`src/rtl/adder_lane_scheduler.sv`:
```
// Issue scheduler sharing one configurable adder between two half-precision lanes
// and one full-precision requester, with registered per-requester result slots.

module config_adder #(
    parameter int P = 8
) (
    input  logic [P-1:0] a,
    input  logic [P-1:0] b,
    input  logic         halved_precision,
    output logic [P+1:0] sum
);
    localparam int H = P / 2;

    logic signed [H:0] lo_sum;
    logic signed [H:0] hi_sum;
    logic signed [P:0] full_sum;

    assign lo_sum   = $signed({a[H-1], a[H-1:0]}) + $signed({b[H-1], b[H-1:0]});
    assign hi_sum   = $signed({a[P-1], a[P-1:H]}) + $signed({b[P-1], b[P-1:H]});
    assign full_sum = $signed({a[P-1], a}) + $signed({b[P-1], b});

    // Halved mode packs two independent (H+1)-bit sums; full mode sign-extends one sum.
    assign sum = halved_precision ? {hi_sum, lo_sum} : {full_sum[P], full_sum};
endmodule

module adder_lane_scheduler #(
    parameter int P = 8
) (
    input  logic             clk,
    input  logic             rst_n,
    input  logic             h0_valid,
    input  logic             h1_valid,
    output logic             h0_ready,
    output logic             h1_ready,
    input  logic [P/2-1:0]   h0_a,
    input  logic [P/2-1:0]   h0_b,
    input  logic [P/2-1:0]   h1_a,
    input  logic [P/2-1:0]   h1_b,
    input  logic             f_valid,
    output logic             f_ready,
    input  logic [P-1:0]     f_a,
    input  logic [P-1:0]     f_b,
    output logic             h0_res_valid,
    output logic             h1_res_valid,
    output logic             f_res_valid,
    input  logic             h0_res_ready,
    input  logic             h1_res_ready,
    input  logic             f_res_ready,
    output logic [P/2:0]     h0_res,
    output logic [P/2:0]     h1_res,
    output logic [P:0]       f_res,
    output logic [15:0]      pack_cnt
);
    localparam int H = P / 2;

    logic         f_free, h0_free, h1_free;
    logic         f_elig, h0_elig, h1_elig, h_elig;
    logic         grant_f, grant_h;
    logic         h0_take, h1_take;
    logic         last_was_f;
    logic [P-1:0] add_a, add_b;
    logic         add_halved;
    logic [P+1:0] add_sum;

    assign f_free  = !f_res_valid  || f_res_ready;
    assign h0_free = !h0_res_valid || h0_res_ready;
    assign h1_free = !h1_res_valid || h1_res_ready;

    // Readies are forced low while reset is held, so nothing is accepted then.
    assign f_elig  = rst_n && f_valid  && f_free;
    assign h0_elig = rst_n && h0_valid && h0_free;
    assign h1_elig = rst_n && h1_valid && h1_free;
    assign h_elig  = h0_elig || h1_elig;

    assign grant_f = f_elig && (!h_elig || !last_was_f);
    assign grant_h = h_elig && (!f_elig ||  last_was_f);

    assign h0_take  = grant_h && h0_elig;
    assign h1_take  = grant_h && h1_elig;
    assign f_ready  = grant_f;
    assign h0_ready = h0_take;
    assign h1_ready = h1_take;

    always_comb begin
        add_a      = '0;
        add_b      = '0;
        add_halved = 1'b0;
        if (grant_h) begin
            add_halved = 1'b1;
            if (h0_take) begin
                add_a[H-1:0] = h0_a;
                add_b[H-1:0] = h0_b;
            end
            if (h1_take) begin
                add_a[P-1:H] = h1_a;
                add_b[P-1:H] = h1_b;
            end
        end else if (grant_f) begin
            add_a = f_a;
            add_b = f_b;
        end
    end

    config_adder #(.P(P)) u_adder (
        .a                (add_a),
        .b                (add_b),
        .halved_precision (add_halved),
        .sum              (add_sum)
    );

    // Round-robin pointer only moves when F and H actually competed.
    always_ff @(posedge clk or negedge rst_n) begin
        if (!rst_n) begin
            last_was_f <= 1'b0;
            pack_cnt   <= '0;
        end else begin
            if (f_elig && h_elig)
                last_was_f <= grant_f;
            if (h0_take && h1_take)
                pack_cnt <= pack_cnt + 16'd1;
        end
    end

    always_ff @(posedge clk or negedge rst_n) begin
        if (!rst_n) begin
            f_res_valid <= 1'b0;
            f_res       <= '0;
        end else if (grant_f) begin
            f_res_valid <= 1'b1;
            f_res       <= add_sum[P:0];
        end else if (f_res_ready) begin
            f_res_valid <= 1'b0;
        end
    end

    always_ff @(posedge clk or negedge rst_n) begin
        if (!rst_n) begin
            h0_res_valid <= 1'b0;
            h0_res       <= '0;
        end else if (h0_take) begin
            h0_res_valid <= 1'b1;
            h0_res       <= add_sum[H:0];
        end else if (h0_res_ready) begin
            h0_res_valid <= 1'b0;
        end
    end

    always_ff @(posedge clk or negedge rst_n) begin
        if (!rst_n) begin
            h1_res_valid <= 1'b0;
            h1_res       <= '0;
        end else if (h1_take) begin
            h1_res_valid <= 1'b1;
            h1_res       <= add_sum[P+1:H+1];
        end else if (h1_res_ready) begin
            h1_res_valid <= 1'b0;
        end
    end
endmodule

```
`config.mk`:
```
export PLATFORM = sky130hd
export DESIGN_NAME = adder_lane_scheduler
export DESIGN_NICKNAME = d
export VERILOG_FILES = /design/src/rtl/adder_lane_scheduler.sv
export SDC_FILE = /design/constraint.sdc
export NUM_CORES = 1
export LEC_CHECK = 0
export ABC_AREA = 1
export CAP_MARGIN = 40
export CORE_MARGIN = 2
export CORE_UTILIZATION = 48
export DETAILED_ROUTE_END_ITERATION = 7
export PLACE_DENSITY = 0.78
export SYNTH_ARGS = -nofsm -noshare
export SYNTH_HDL_FRONTEND = slang
export SYNTH_HIERARCHICAL = 1
export SYNTH_SLANG_ARGS = --single-unit
```
`constraint.sdc`:
```
create_clock -name clk -period 3.17 [get_ports clk]
set_input_delay 0.634 -clock clk [delete_from_list [all_inputs] [get_ports clk]]
set_output_delay 0.634 -clock clk [all_outputs]
set_load 0.1 [all_outputs]
```
* Word level (Yosys, flattened, before mapping) *
Cells that the tools add are included.

word-level totals
  register bits = 39
  input bits = 40
  output and inout port bits = 41
  word-level logic and storage cells = 55

cells by class
  add/sub/neg operators = 4
  mux-type cells = 16
  reduce and logical (&&, ||, !) cells = 27

operators with widths
  kind                                            number
  two-way mux 8 bit                               4
  adder 16 x 1 -> 16 bit (second input constant)  1
  two-way mux 4 bit                               4
  logical AND 1 bit                               12
  adder 4 x 4 -> 5 bit                            2
  two-way mux 10 bit                              1
  adder 8 x 8 -> 9 bit                            1
  two-way mux 1 bit                               7
  zero test 1 bit                                 6
  logical OR 1 bit                                6
  nonzero test 2 bit                              3

* Longest topological paths before layout *
Gate-level depths: netlist of run 1.

  word-level depth = 11
  depth in mapped cells = 21
  depth with buffers taken out = 20

* By module *
The synthesis of run 1 kept the hierarchy.

by module, submodules not included
  module                instances  cells each  area an instance (um2)  sequential area each (um2)
  adder_lane_scheduler  1          289         2,185.8                 975.9
  config_adder          1          85          500.5                   0.0

* Worst setup path before layout of run 1 *
No wires, ideal clock.

  kind = register -> register
  start point = register f_res_valid
  end point = register f_res[8]
  library setup time = 0.122 ns
  arrival time = 3.089 ns
  slack = -0.041 ns
  cell stages (with the launch flop) = 19
  buffers on the path = 1
  clock period less this slack = 3.211 ns
  path through = dfrtp_1 -> nand2_1 -> nand3_2 -> nand2_2 -> inv_2 -> buf_6 -> nand2_1 -> o21ai_2 -> ha_1 -> inv_1 -> fa_1 -> inv_1 -> nand2_1 -> a21oi_2 -> nand2_1 -> nand3_1 -> o21ai_2 -> nand3_1 -> nand2_1

on the way
  longest elaborated chain between the ends = 11
  elaborated cells on any way between the ends = 21
  those cells by class = add/sub (2); mux (10); reduce/logical (9)

RTL lines
  item                    RTL line  RTL
  start, declared         45        output logic f_res_valid,
  start signal, assigned  126       f_res_valid <= 1'b0;
  start signal, assigned  129       f_res_valid <= 1'b1;
  start signal, assigned  132       f_res_valid <= 1'b0;
  zero test 1 bit         65        assign f_free = !f_res_valid || f_res_ready;
  logical OR 1 bit        65
  logical AND 1 bit       70        assign f_elig = rst_n && f_valid && f_free;
  zero test 1 bit         76        assign grant_h = h_elig && (!f_elig || last_was_f);
  logical OR 1 bit        76
  logical AND 1 bit       76
  logical AND 1 bit       78        assign h0_take = grant_h && h0_elig;
  named net h0_ready      33        output logic h0_ready,
  two-way mux 4 bit       90        if (h0_take) begin
  two-way mux 8 bit       88        if (grant_h) begin
  named net add_a[0]      61        logic [P-1:0] add_a, add_b;
  adder 8 x 8 -> 9 bit    20        assign full_sum = $signed({a[P-1], a}) + $signed({b[P-1], b});
  two-way mux 10 bit      23        assign sum = halved_precision ? {hi_sum, lo_sum} : {full_sum[P], full_sum};
  named net add_sum[8]    63        logic [P+1:0] add_sum;
  end signal, assigned    130       f_res <= add_sum[P:0];
  end, declared           51        output logic [P:0] f_res,

The timed path passes the listed nets, and every way through them passes these cells.
A chain may end at the register's enable or synchronous reset.

* Worst setup path in the final report of run 1 *
  start point = input port f_valid
  end point = register f_res[8]

on the way
  longest elaborated chain between the ends = 10
  elaborated cells on any way between the ends = 20
  those cells by class = add/sub (2); mux (10); reduce/logical (8)

RTL lines
  item                              RTL line  RTL
  start, declared                   39        input logic f_valid,
  logical AND 1 bit * (2 in a row)  70
  zero test 1 bit                   76
  logical OR 1 bit                  76
  logical AND 1 bit                 76
  logical AND 1 bit                 78
  two-way mux 4 bit                 90
  two-way mux 8 bit *               88
  named net add_b[1]                61
  adder 8 x 8 -> 9 bit *            20
  two-way mux 10 bit *              23
  named net add_sum[8]              63

Mark *: on every way through the listed nets, which the timed path passes. The rest lies on a longest branch.

==> results of run 1 <==
## per-stage QoR
step	setup WS (ps)	util, %	std cells	TNS [ps]	cell area, um2
after global placement	-18.9	66.1	539	-18.9	3600
after global routing	22.0	68.6	547	0	3730
final	235	68.6	547	0	3730
after detailed placement	-87.8	66.1	539	-171	3600
after floorplan	59.5	-	374	0	2690
after CTS	204	68.6	547	0	3730
## final cells by class
type	instances	area [um2]
Clock buffer	6	72.6
Clock inverter	2	60.1
Fill cell	494	1710
Inverter	58	218
Multi-Input combinational cell	270	1420
Sequential cell	39	977
Tap cell	72	90.1
Timing Repair Buffer	100	893
## cell usage in the layout, fill, tap and decap left out, types with 2 or more instances in the layout
| cell | count |
|---|---|
| clkdlybuf4s50_1 | 38 |
| o21ai_2 | 16 |
| buf_12 | 4 |
| nor2_1 | 20 |
| nand2_4 | 2 |
| bufinv_16 | 2 |
| ha_1 | 9 |
| nand3_1 | 30 |
| buf_4 | 57 |
| nand2_1 | 144 |
| o21ai_1 | 9 |
| clkbuf_8 | 5 |
| a21oi_4 | 2 |
| o21ai_0 | 9 |
| dfrtp_1 | 38 |
| nand2_2 | 4 |
| nand3b_1 | 3 |
| inv_1 | 55 |
| inv_2 | 3 |
| nor2_2 | 3 |
| a21oi_2 | 2 |
| xnor2_1 | 6 |
| fa_1 | 2 |
## worst max path at each step
stage	from	to	depth (start not counted)
after floorplan	h0_res_valid	f_res[8]	18
after global placement	h0_res_ready	f_res[8]	18
after detailed placement	h0_res_ready	f_res[8]	18
after CTS	h1_res_ready	f_res[8]	18
after global routing	h0_res_ready	f_res[8]	18
final	f_valid	f_res[8]	15
## power by group through the flow
stage | logic (uW) | registers [uW] | clock network [uW]
finish | 1190 | 663 | 494
CTS | 1200 | 662 | 503
global route | 1250 | 674 | 526
global placement | 1180 | 669 | 0
detailed placement | 1190 | 671 | 0
floorplan | 261 | 1300 | 0
## state kept, by name, indices dropped and copies added, names as in the netlist
signal,flops
f_res,9
f_res_valid,1
h0_res,5
h0_res_valid,1
h1_res,5
h1_res_valid,1
last_was_f,1
pack_cnt,16
## per-layer routing
layer  GRT usage (%)  vias up
li1                -     1355
met1            26.6     1201
met3            3.52        5
met4            6.21        0
met2            41.7       73
met5               0        -
## kinds of logic (layout without fill, tap and decap cells)
| logic type | Yosys count | after routing | share of synthesized area [%] |
|---|---|---|---|
| xor gates and xnor gates | 7 | 7 | 2.28 |
| muxes | 1 | 1 | 0.373 |
| buffers and inverters | 65 | 166 | 10.9 |
| adders and majority gates | 11 | 11 | 5.68 |
| and+or+nand+nor | 211 | 211 | 33.6 |
| AOI/OAI and AO/OA | 40 | 40 | 10.9 |
| DFF | 39 | 39 | 36.3 |
## worst max-delay path, cell delays in order
cell and delay [ps]:
clkdlybuf4s50_1 460, nand2_1 70, a21oi_1 280, nand2_4 130
o21ai_0 310, inv_1 110, fa_1 430, inv_1 70
nand2_1 70, a21oi_2 160, nand2_1 100, nand3_1 100
o21ai_2 60, nand3_1 80, nand2_1 50
==> results.tsv, run 1 <==
stage	metric	value	unit
run_status	outcome	completed	
detailed_routing	ant_nets	0	
sta	finalSetupViolations	0	
cts	clk_path_buf_depth	2	
yosys	synth_common_cells	nand2_1 (144), inv_1 (55), dfrtp_1 (39)	
cts	clk_latency	300	ps
worst_hold_path	worstHoldPathType	in -> async	
flow_run	max-cap-violations	0	
pwr	powerDensity	628	nW/um2
cts	cts_resized	0	
worst_setup_path	crit_fanout	6	
sta	slew_violations	0	
placed_design	port-buffer-count	80	
worst_setup_path	regToRegSetupSlack	630	ps
sta	hold_violations	0	
sta	finClkSkew	12.1	ps
cts	clk_pin_slew_worst_paths	70	ps
yosys	yosys.area.top_type_share	36.3	%
yosys	synth.area.top_cells	dfrtp_1 (36%), nand2_1 (20%), inv_1 (7.7%)	
global_routing	grt_max_degree	29	
detailed_routing	drt_wl_total	6240	um
yosys	synth_nets	425	
detailed_routing	drc	0	
detailed_routing	firstDrtPassIters	4	
yosys	synth_edf_count	0	
placed_design	dp_hpwl	5020	um
floorplan	std_cell_rows	27	
detailed_routing	wl_met3	327	um
cts	holdBufCountCts	0	
pwr	p_sw_share	49.2	%
yosys	yosysWarnings	6	
yosys	synth_top_area_cell	dfrtp_1	
worst_setup_path	r2r_start	h1_res_valid	
yosys	syn_inst	374	
worst_setup_path	cp_data_required_time	3350	ps
detailed_routing	vias_per_cell	4.82	
cts	cts_buffers	5	
floorplan	io_pins	81	
floorplan	core_area	5440	um2
pwr	p_int	1190	uW
yosys	synthArstFlopShare	100	%
pwr	power.switching	1150	uW
pwr	pwr-share-clk	21.1	%
yosys	synth_seq_area_share	36.3	%
floorplan	die_y	78.8	um
worst_setup_path	worstSetupStartpointType	input pin	
sta	grt_setup_unrepaired	no	
detailed_routing	route.vias.total	2634	
detailed_routing	top_layer	met4	
worst_setup_path	cp-end-kind	register	
detailed_routing	drt-met1-wl	2730	um
sta	slew_headroom	75.5	%
pwr	p_leak	0.00198	uW
global_routing	first_global_vias	2619	
cts	cts_tree	yes	
cts	root_buffer	clkbuf_8	
placed_design	gp_congestion	0.812	
pwr	ir_drop	536	uV
detailed_routing	dr.first_iter.drc_count	61	
yosys	ys_ff_latch	39	
sta	fin_crit	2930	ps
yosys	ys.flop_type	dfrtp_1	
global_routing	antenna_found_initial	0	
layout	drive_gt1_share	22.3	%
yosys	syn_area	2690	um2
sta	holdWs	164	ps
worst_setup_path	reg2regPathDepth	16	
yosys	syn_area_per_cell	7.18	um2
floorplan	initial_core_util	49.4	%
global_routing	overflow	0	
worst_setup_path	crit_arrival	3120	ps
yosys	yosysMostFrequentCell	nand2_1	
global_routing	grt_use_total	22.4	%
layout	nets	525	
worst_setup_path	r2r_end	f_res[8]	
layout	syn2layout_area_growth	39.0	%
global_routing	grt_pass1_wl	11300	um
layout	n_antenna_cell	0	
pwr	finalPower	2350	uW
cts	cts_num_sinks	39	
sta	min_period_over_period	92.6	%
pwr	seq_power_share	28.3	%
cts	cts_setup_buffers	0	
floorplan	die_width	78.8	um
pwr	p_comb_share	50.7	%
floorplan	fp.dieArea	6210	um2
sta	worst_slew_pin_slew	368	ps
detailed_routing	routedWlPerCell	11.4	um
detailed_routing	routed-wl-met2	3120	um
cts	htreeDepth	2	
yosys	yosysUniqueCellTypes	29	
sta	max_freq	0.341	GHz
worst_setup_path	crit_type	in -> reg	
Power figures use the tool's default switching activity.
==> inputs of run 2 (changes only) <==
--- a/config.mk
+++ b/config.mk
@@ -10,6 +10,7 @@
 export CORE_MARGIN = 2
 export CORE_UTILIZATION = 48
 export DETAILED_ROUTE_END_ITERATION = 7
+export HOLD_SLACK_MARGIN = 0.12
 export PLACE_DENSITY = 0.78
 export SYNTH_ARGS = -nofsm -noshare
 export SYNTH_HDL_FRONTEND = slang
==> constraint.sdc (replaced) <==
create_clock -name clk -period 2.92 [get_ports clk]
set_input_delay 0.584 -clock clk [delete_from_list [all_inputs] [get_ports clk]]
set_output_delay 0.584 -clock clk [all_outputs]
set_load 0.1 [all_outputs]
==> run 2 against run 1 <==
Against the previous run: power is 2.3% higher; final cell count is 2.7% higher; sequential cell count stayed put; sequential share of layout area is 0.63 points lower; critical path type unchanged; critical endpoint unchanged.
==> results.tsv, run 2 (same netlist as run 1, synthesis figures left out) <==
stage	metric	value	unit
pwr	p_leak	0.00202	uW
sta	setup_slack	208	ps
floorplan	die_width	78.8	um
floorplan	std_cell_rows	27	
layout	nets	540	
worst_setup_path	cp-end-kind	register	
global_routing	overflow	0	
global_routing	grt_use_total	21.2	%
pwr	pwr-share-clk	14.5	%
pwr	powerDensity	626	nW/um2
flow_run	max-cap-violations	0	
worst_setup_path	reg2regPathDepth	16	
cts	clk_pin_slew_worst_paths	70	ps
worst_setup_path	crit_arrival	2940	ps
cts	cts_num_sinks	39	
cts	cts_buffers	5	
cts	clk_latency	290	ps
sta	max_freq	0.369	GHz
layout	largest-register	pack_cnt	
floorplan	io_pins	81	
layout	n_fill_cell	430	
cts	htreeDepth	2	
worst_setup_path	regToRegSetupSlack	560	ps
cts	clk_path_buf_depth	2	
worst_setup_path	crit_type	in -> reg	
layout	syn2layout_area_growth	42.8	%
pwr	seq_power_share	30.1	%
layout	largest_reg_flops	16	
placed_design	dp_hpwl	5120	um
worst_setup_path	r2r_start	h1_res_valid	
sta	fin_crit	2710	ps
sta	finalSetupViolations	0	
layout	stdcell_count	562	
sta	hold_violations	0	
detailed_routing	routedWlPerCell	11.2	um
sta	worst_slew_pin_slew	360	ps
placed_design	port-buffer-count	80	
detailed_routing	dr.first_iter.drc_count	77	
placed_design	dpl_worst_slack	-290	ps
pwr	p_int	1150	uW
layout	drive_gt1_share	26.5	%
sta	slew_violations	0	
floorplan	core_area	5440	um2
detailed_routing	ant_nets	0	
cts	root_buffer	clkbuf_8	
sta	holdWs	327	ps
worst_setup_path	r2r_end	f_res[8]	
worst_setup_path	cp_data_required_time	3150	ps
sta	finClkSkew	5.19	ps
cts	cts_tree	yes	
worst_setup_path	crit_fanout	10	
run_status	outcome	completed	
detailed_routing	drt_wl_total	6320	um
detailed_routing	firstDrtPassIters	4	
floorplan	fp.dieArea	6210	um2
detailed_routing	vias_per_cell	4.81	
floorplan	die_y	78.8	um
worst_setup_path	worstSetupStartpointType	input pin	
global_routing	first_global_vias	2534	
placed_design	gp_congestion	0.822	
global_routing	grt_max_degree	29	
pwr	power.switching	1250	uW
detailed_routing	drc	0	
layout	final_common_cell	nand2_1	
floorplan	initial_core_util	49.4	%
layout	n_antenna_cell	0	
pwr	ir_drop	566	uV
layout	layout_common_cells	nand2_1 (143), buf_4 (71), inv_1 (54)	
layout	top_regs	pack_cnt x16, f_res x9	
placed_design	placed_cells_incl_taps	551	
pwr	p_sw_share	52.2	%
global_routing	antenna_found_initial	0	
detailed_routing	route.vias.total	2704	
sta	min_period_over_period	92.9	%
sta	slew_headroom	76.0	%
pwr	finalPower	2400	uW
worst_hold_path	worstHoldPathType	in -> async	
global_routing	grt_pass1_wl	10700	um
pwr	p_comb_share	55.3	%
==> run 2: routing by layer <==
layer / vias to the layer above / GRT usage, % / wire (um)
li1: 1383 / - / -
met1: 1243 / 24.4 / 2650
met2: 70 / 39.8 / 3250
met3: 8 / 3.64 / 324
met4: 0 / 6.72 / 87
met5: - / 0 / 0
==> run 2: final cells by class <==
| class | instances | area, um2 | area share, % |
|---|---|---|---|
| multi-input cells | 270 | 1460 | 37.9 |
| inverters | 58 | 220 | 5.74 |
| clock buffers | 7 | 76.3 | 1.99 |
| well taps | 72 | 90.1 | 2.35 |
| flip-flops and latches | 39 | 980 | 25.5 |
| clock inverters | 1 | 5.00 | 0.131 |
| repair buffers | 115 | 1010 | 26.3 |
==> run 2: power groups by stage <==
| stage | combinational [uW] | sequential, uW | clock [uW] |
|---|---|---|---|
| 2_1_floorplan | 283 | 1410 | 0 |
| 3_3_place_gp | 1300 | 728 | 0 |
| 3_5_place_dp | 1320 | 730 | 0 |
| 4_1_cts | 1320 | 721 | 358 |
| 5_1_grt | 1400 | 736 | 381 |
| 6_report | 1330 | 723 | 348 |
==> run 2: worst max-delay path by stage <==
stage                      start  endpoint  slack (ps)  cells after the start
finish              h1_res_ready  f_res[8]         210                     18
global route        h0_res_ready  f_res[7]          -1                     19
CTS                 h1_res_ready  f_res[8]           5                     18
detailed placement  h0_res_ready  f_res[8]        -290                     18
floorplan            f_res_valid  f_res[8]          10                     18
global placement    h1_res_ready  f_res[8]        -200                     18
==> run 2: timing repair <==
item	4_1_cts	5_1_grt
hold buffers	1	0
gates resized for setup	0	16
endpoints found under the setup margin	0	9
hold endpoints to repair	1	0
buffers inserted	0	2
==> run 2: worst max-delay path: stages <==
cell,delay [ps]
clkdlybuf4s50_1,460
inv_1,60
nand2_1,70
nand3_1,100
nand2_2,100
nand2_4,70
nand2_8,90
buf_12,130
o21ai_1,70
ha_2,200
fa_2,350
nand2_1,100
nand4_1,110
o21ai_2,90
nand3_1,100
o21ai_2,70
nand3_1,90
nand2_1,70
==> run 2: metrics by stage <==
stage	util, %	cell area, um2	TNS (ps)
6_report	70.5	3830	0
4_1_cts	69.5	3780	0
5_1_grt	70.5	3830	-1.17
3_3_place_gp	67.8	3690	-1130
3_5_place_dp	67.8	3690	-1820
2_1_floorplan	-	2690	0
==> inputs of run 3 (changes only) <==
==> constraint.sdc (replaced) <==
create_clock -name clk -period 2.7 [get_ports clk]
set_input_delay 0.54 -clock clk [delete_from_list [all_inputs] [get_ports clk]]
set_output_delay 0.54 -clock clk [all_outputs]
set_load 0.1 [all_outputs]
==> run 3 against run 2 <==
Against the previous run: clock-buffer cell count shrank 2; clock skew grew 7.8 ps; sequential share of layout area shrank 1.2 points; critical path depth is the same; global-route usage grew 1.0 points; critical endpoint is now f_res[6]; power grew 14%; largest power group unchanged; highest routed layer unchanged.
==> results.tsv, run 3 (same netlist as run 1, synthesis figures left out) <==
stage	metric	value	unit
global_routing	first_global_vias	2624	
sta	finClkSkew	12.9	ps
worst_setup_path	worst_path_largest_cell_delay	390	ps
layout	top_regs	pack_cnt x16, f_res x9	
placed_design	gp_congestion	0.845	
detailed_routing	vias_per_cell	4.86	
worst_setup_path	critical-path-top-delay-family	simple AND/OR/NAND/NOR gates	
layout	fin_util	74.7	%
layout	largest-register	pack_cnt	
floorplan	io_pins	81	
sta	finalSetupViolations	0	
sta	slew_headroom	76.5	%
layout	drive_gt1_share	31.8	%
cts	htreeDepth	2	
worst_setup_path	worst-path-buf-inv	3	
floorplan	core_area	5440	um2
layout	syn2layout_area_growth	51.2	%
floorplan	initial_core_util	49.4	%
detailed_routing	firstDrtPassIters	4	
layout	n_antenna_cell	0	
cts	root_buffer	clkbuf_8	
pwr	ir_drop	621	uV
pwr	power.switching	1390	uW
flow_run	max-cap-violations	0	
layout	layout_common_cells	nand2_1 (135), buf_4 (78), inv_1 (48)	
detailed_routing	top_layer	met4	
global_routing	overflow	0	
detailed_routing	wl_met3	366	um
detailed_routing	route.vias.total	2763	
layout	largest_reg_flops	16	
floorplan	die_width	78.8	um
detailed_routing	dr.first_iter.drc_count	73	
sta	max_freq	0.402	GHz
placed_design	dp_hpwl	5180	um
pwr	p_int	1350	uW
detailed_routing	routedWlPerCell	11.8	um
pwr	powerDensity	675	nW/um2
cts	clk_pin_slew_worst_paths	70	ps
floorplan	std_cell_rows	27	
worst_setup_path	crit_type	in -> reg	
cts	cts_buffers	5	
worst_setup_path	cp-end-kind	register	
cts	clk_latency	290	ps
global_routing	antenna_found_initial	0	
run_status	outcome	completed	
detailed_routing	routed-wl-met2	3650	um
pwr	finalPower	2740	uW
layout	final_common_cell	nand2_1	
worst_setup_path	worstSetupStartpointType	input pin	
cts	cts_tree	yes	
pwr	seq_power_share	28.6	%
sta	worst_slew_pin_slew	352	ps
layout	nets	548	
layout	n_fill_cell	424	
detailed_routing	drc	0	
floorplan	fp.dieArea	6210	um2
global_routing	grt_use_total	22.2	%
global_routing	grt_max_degree	29	
sta	hold_violations	0	
cts	clk_path_buf_depth	2	
pwr	p_leak	0.00214	uW
pwr	p_sw_share	50.6	%
worst_setup_path	cp_data_required_time	2880	ps
detailed_routing	drt_wl_total	6730	um
worst_setup_path	cp_slowest_cell	fa_2	
sta	grt_setup_unrepaired	no	
floorplan	die_y	78.8	um
worst_setup_path	crit_top_cell	nand2_1	
detailed_routing	drt-met1-wl	2640	um
worst_setup_path	crit_fanout	10	
global_routing	grt_pass1_wl	11200	um
sta	slew_violations	0	
cts	cts_num_sinks	39	
worst_setup_path	path_cells	buf_2 > nand2_2 > a21oi_4 > nand2_8 > o21ai_2 > ha_2 > inv_2 > fa_2 > inv_2 > nand2_4 > nand2_2 > nand3b_1 > nand2_1 > nand2_1 > nand3_1 > nand2_1 > nand3_1 > nand2_1	
detailed_routing	ant_nets	0	
worst_setup_path	crit_arrival	2670	ps
placed_design	port-buffer-count	80	
sta	min_period_over_period	92.1	%
pwr	pwr-share-clk	17.2	%
worst_hold_path	worstHoldPathType	in -> async	
pwr	p_comb_share	54.1	%
sta	fin_crit	2490	ps
run 3: cell types whose count changed in the layout (fill, tap and decap cells not counted), sizes merged:
cell	before	now
buf	76	84
bufinv	0	1
clkdlybuf4s50	38	32
clkinv	1	0
dlymetal6s2s	0	6
clkinvlp	0	1
clkbuf	7	5
run 3: path summary, 6_finish.rpt:
check / end / cells after the start / slack, ps / from
max: f_res[6] / 18 / 210 / rst_n
min reg2reg: h0_res[2] / 2 / 490 / h0_res[2]
min in group clk: h0_res[2] / 2 / 490 / h0_res[2]
max in group asynchronous: h0_res_valid / 2 / 1830 / rst_n
max reg2reg: f_res[6] / 17 / 250 / h1_res_valid
min: f_res[3] / 2 / 320 / rst_n
run 3: per-stage QoR:
step	setup slack [ps]	cell area [um2]	hold slack, ps	setup TNS [ps]	cells
floorplan	35.7	2720	244	0	374
global placement	-351	3750	392	-3230	555
detailed placement	-441	3750	393	-3920	555
CTS	8.98	3890	280	0	564
global route	28.0	4060	334	0	569
finish	212	4060	323	0	569
run 3: repair_timing:
item	4_1_cts	5_1_grt
hold endpoints to repair	1	0
pin swaps	1	13
endpoints found under the setup margin	9	12
setup buffers	1	5
gates resized for setup	9	37
hold buffers	1	0
run 3: layer usage:
layer	GRT usage [%]	up-vias
met5	0	-
met4	7.24	0
met3	3.98	9
met2	41.5	83
met1	25.6	1272
li1	-	1399
run 3: final cells by class:
type                            count  area [um2]  share of cell area, %
Timing Repair Buffer              123        1100                   27.0
Tap cell                           72        90.1                   2.22
Clock buffer                        5        68.8                   1.69
Clock inverter                      2        37.5                  0.924
Sequential cell                    39         987                   24.3
Multi-Input combinational cell    270        1560                   38.4
Inverter                           58         223                   5.48
run 3: power by group through the flow:
stage / clock network [uW] / registers, uW / logic [uW]
after floorplan: 0 / 1530 / 312
after CTS: 483 / 786 / 1450
after detailed placement: 0 / 795 / 1440
after global placement: 0 / 791 / 1420
after global routing: 512 / 800 / 1560
final: 472 / 785 / 1480
==> RTL change: new RTL, settings of run 2 <==
`P` is set to 8 in 2 places; all go to 16.
--- a/src/rtl/adder_lane_scheduler.sv
+++ b/src/rtl/adder_lane_scheduler.sv
@@ -3,5 +3,5 @@
 
 module config_adder #(
-    parameter int P = 8
+    parameter int P = 16
 ) (
     input  logic [P-1:0] a,
@@ -25,5 +25,5 @@
 
 module adder_lane_scheduler #(
-    parameter int P = 8
+    parameter int P = 16
 ) (
     input  logic             clk,
Interface: changed (9 resized); port bits go from 81 to 129. The function was not compared with the original's and may differ.
==> RTL change against run 2 <==
Combinational power increased by 72%; total power grew 56%; area after synthesis rose by 58%; sequential power up 42%; design area rose by 74%; sequential share of layout area fell by 4.8 points; die area increased by 55%; wire length is 100% higher; non-clock buffer count rose by 76; critical endpoint is now f_res[15]$_DFFE_PN0P_; critical path type unchanged; setup slack worse by 0.15 ns; register-to-register slack lost 0.27 ns; global-route usage is 3.2 points higher; sequential cell count is 16 higher; largest power group unchanged; highest routed layer unchanged; cell count increased by 67%.
==> RTL change: results (changes against run 2) <==
1st-iter DRT viols: 246 (+220%)
biggest regs: f_res (17), pack_cnt (16)
Routed WL: 12900 µm (+100%)
vias post-DR: 4770 (+76%)
CP max stage delay: 0.48 ns (+0.02 ns)
post-route DRC violation count: 0 (unchanged)
Crit Path Class: input port to register
first-pass GRT wire length: 19900 µm (+87%)
RePlAce Congestion: 0.912 (+11%)
Placed Cells: 915 (+66%)
CP Max Fanout: 7 (-3)
status: completed
Max Buffers Root-to-Sink: 2 (unchanged)
worst reg2reg startpoint: h0_res_valid$_DFFE_PN0P_
clock latency on the worst-skew pair: 0.31 ns (+0.02 ns)
CP delay by family, top: buffers and inverters
CTS clk-pin slew, worst paths: 0.10 ns (+0.03 ns)
Ys Warns: 6 (unchanged)
dpl hpwl: 9340 µm (+82%)
Tightest Pin Transition: 0.444 ns (+0.0838 ns)
peak supply drop: 0.539 mV (-4.8%)
Leakage: 3.54 nW (+75%)
Met3 Wirelength: 612 µm (+89%)
top layer in use: met4
initial antenna violation count: 0 (unchanged)
met1 wire length: 5210 µm (+96%)
All-Layer GR Usage: 24.4% (+3.2 points)
share of cells above drive strength 1: 30.5% (+4.0 points)
internal power: 1.71 mW (+49%)
PortBufs: 128 (+60%)
sequential area share after synthesis: 32.5% (-3.9 points)
Worst Reg-to-Reg Cells: 18 (+2)
skew final: 0.00728 ns (+0.00209 ns)
r2r setup slk: 0.29 ns (-0.27 ns)
sequential power: 1.03 mW (+42%)
synthesized instance count: 645 (+72%)
Worst Setup SP: f_valid
TritonRoute pass-1 iters: 5 (+1)
vias in the first global route: 4543 (+79%)
CTS root buf: clkbuf_8
top post-synthesis cells by count: nand2_1, inv_1, dfrtp_1
top cells by area, synth: dfrtp_1, nand2_1, inv_1
routed length on met2: 6770 µm (+110%)
critical path arrival: 3.07 ns (+0.13 ns)
reg-to-reg endpoint: f_res[15]$_DFFE_PN0P_
Distinct cells, synth: 31 (+6.9%)
Clock power frac: 11.1% (-3.4 points)
routed length per instance: 13.8 µm (+23%)
pin count of the biggest net entering global routing: 34 (+17%)
total nets after synthesis: 736 (+73%)
[RTL change: cell count changes in the layout (fill, tap and decap cells not counted), moves of 13 or more]
cell                    run 2  this run
buf_4                      71       110
clkdlybuf4s50_1            38        66
dfrtp_1                    36        52
ha_4                        0        13
inv_1                      54        96
nand2_1                   143       253
nand2_2                     5        19
[RTL change: worst min path at each step]
stage	start	endpoint	slack (ns)	cells after the start
after detailed placement	f_res[12]$_DFFE_PN0P_	f_res[12]$_DFFE_PN0P_	0.46	2
after CTS	rst_n	h0_res_valid$_DFFE_PN0P_	0.19	2
after global placement	f_res[0]$_DFFE_PN0P_	f_res[0]$_DFFE_PN0P_	0.46	2
after floorplan	rst_n	f_res[0]$_DFFE_PN0P_	0.29	0
after global routing	rst_n	h0_res_valid$_DFFE_PN0P_	0.20	2
final	rst_n	h0_res_valid$_DFFE_PN0P_	0.21	2
[RTL change: kinds of logic after synthesis]
logic type,share of synthesized area [%]
AO/OA/AOI/OAI,10.8
adder cells (fa/ha/maj),5.96
buffers and inverters,11.9
flip-flops,32.5
AND/OR/NAND/NOR,36.4
multiplexers,0.236
XOR/XNOR,2.27
[RTL change: stage by stage]
stage | power, mW | utilization (%) | setup WS (ns) | cell area [µm²] | setup TNS [ns]
4_1_cts | 3.60 | 69.8 | -0.0160 | 6030 | -0.0160
6_report | 3.74 | 77.2 | 0.0533 | 6670 | 0
5_1_grt | 3.91 | 77.2 | -0.0591 | 6670 | -0.385
3_5_place_dp | 3.16 | 67.7 | -0.420 | 5850 | -9.39
2_1_floorplan | 2.57 | - | 0.00996 | 4250 | 0
3_3_place_gp | 3.13 | 67.7 | -0.366 | 5850 | -7.58
[RTL change: metal layers]
metal,GRT usage (%),up-vias
li1,-,2344
met1,30.5,2248
met2,44.4,149
met3,2.93,29
met4,6.30,0
met5,0,-
[RTL change: layout make-up]
type                    instances  area [µm²]
flip-flops and latches         55        1390
clock inverters                 2        12.5
repair buffers                191        1740
multi-input cells             470        2930
clock buffers                   6        72.6
well taps                     108         135
inverters                     105         402
fillers                       641        1970
[RTL change: what timing repair did]
item,in CTS,in global routing
resized for setup,14,100
setup buffers,3,8
hold buffers,0,0
endpoints found under the setup margin,21,28
pin swaps,5,20
cloned,0,3
[RTL change: worst register-to-register path: stages, from the launching register on]
cell       delay (ns)
dfrtp_4          0.52
nand2_2          0.10
nand3_2          0.08
nand2_2          0.10
nand2_4          0.10
nand2_8          0.14
clkbuf_16        0.21
o21ai_4          0.06
ha_4             0.27
nand2_1          0.09
nand2_1          0.11
nand2_1          0.10
nand2_1          0.10
a21oi_2          0.15
nand3_1          0.09
nand3_1          0.10
nand2_1          0.08
nand3_1          0.09
nand2_1          0.05
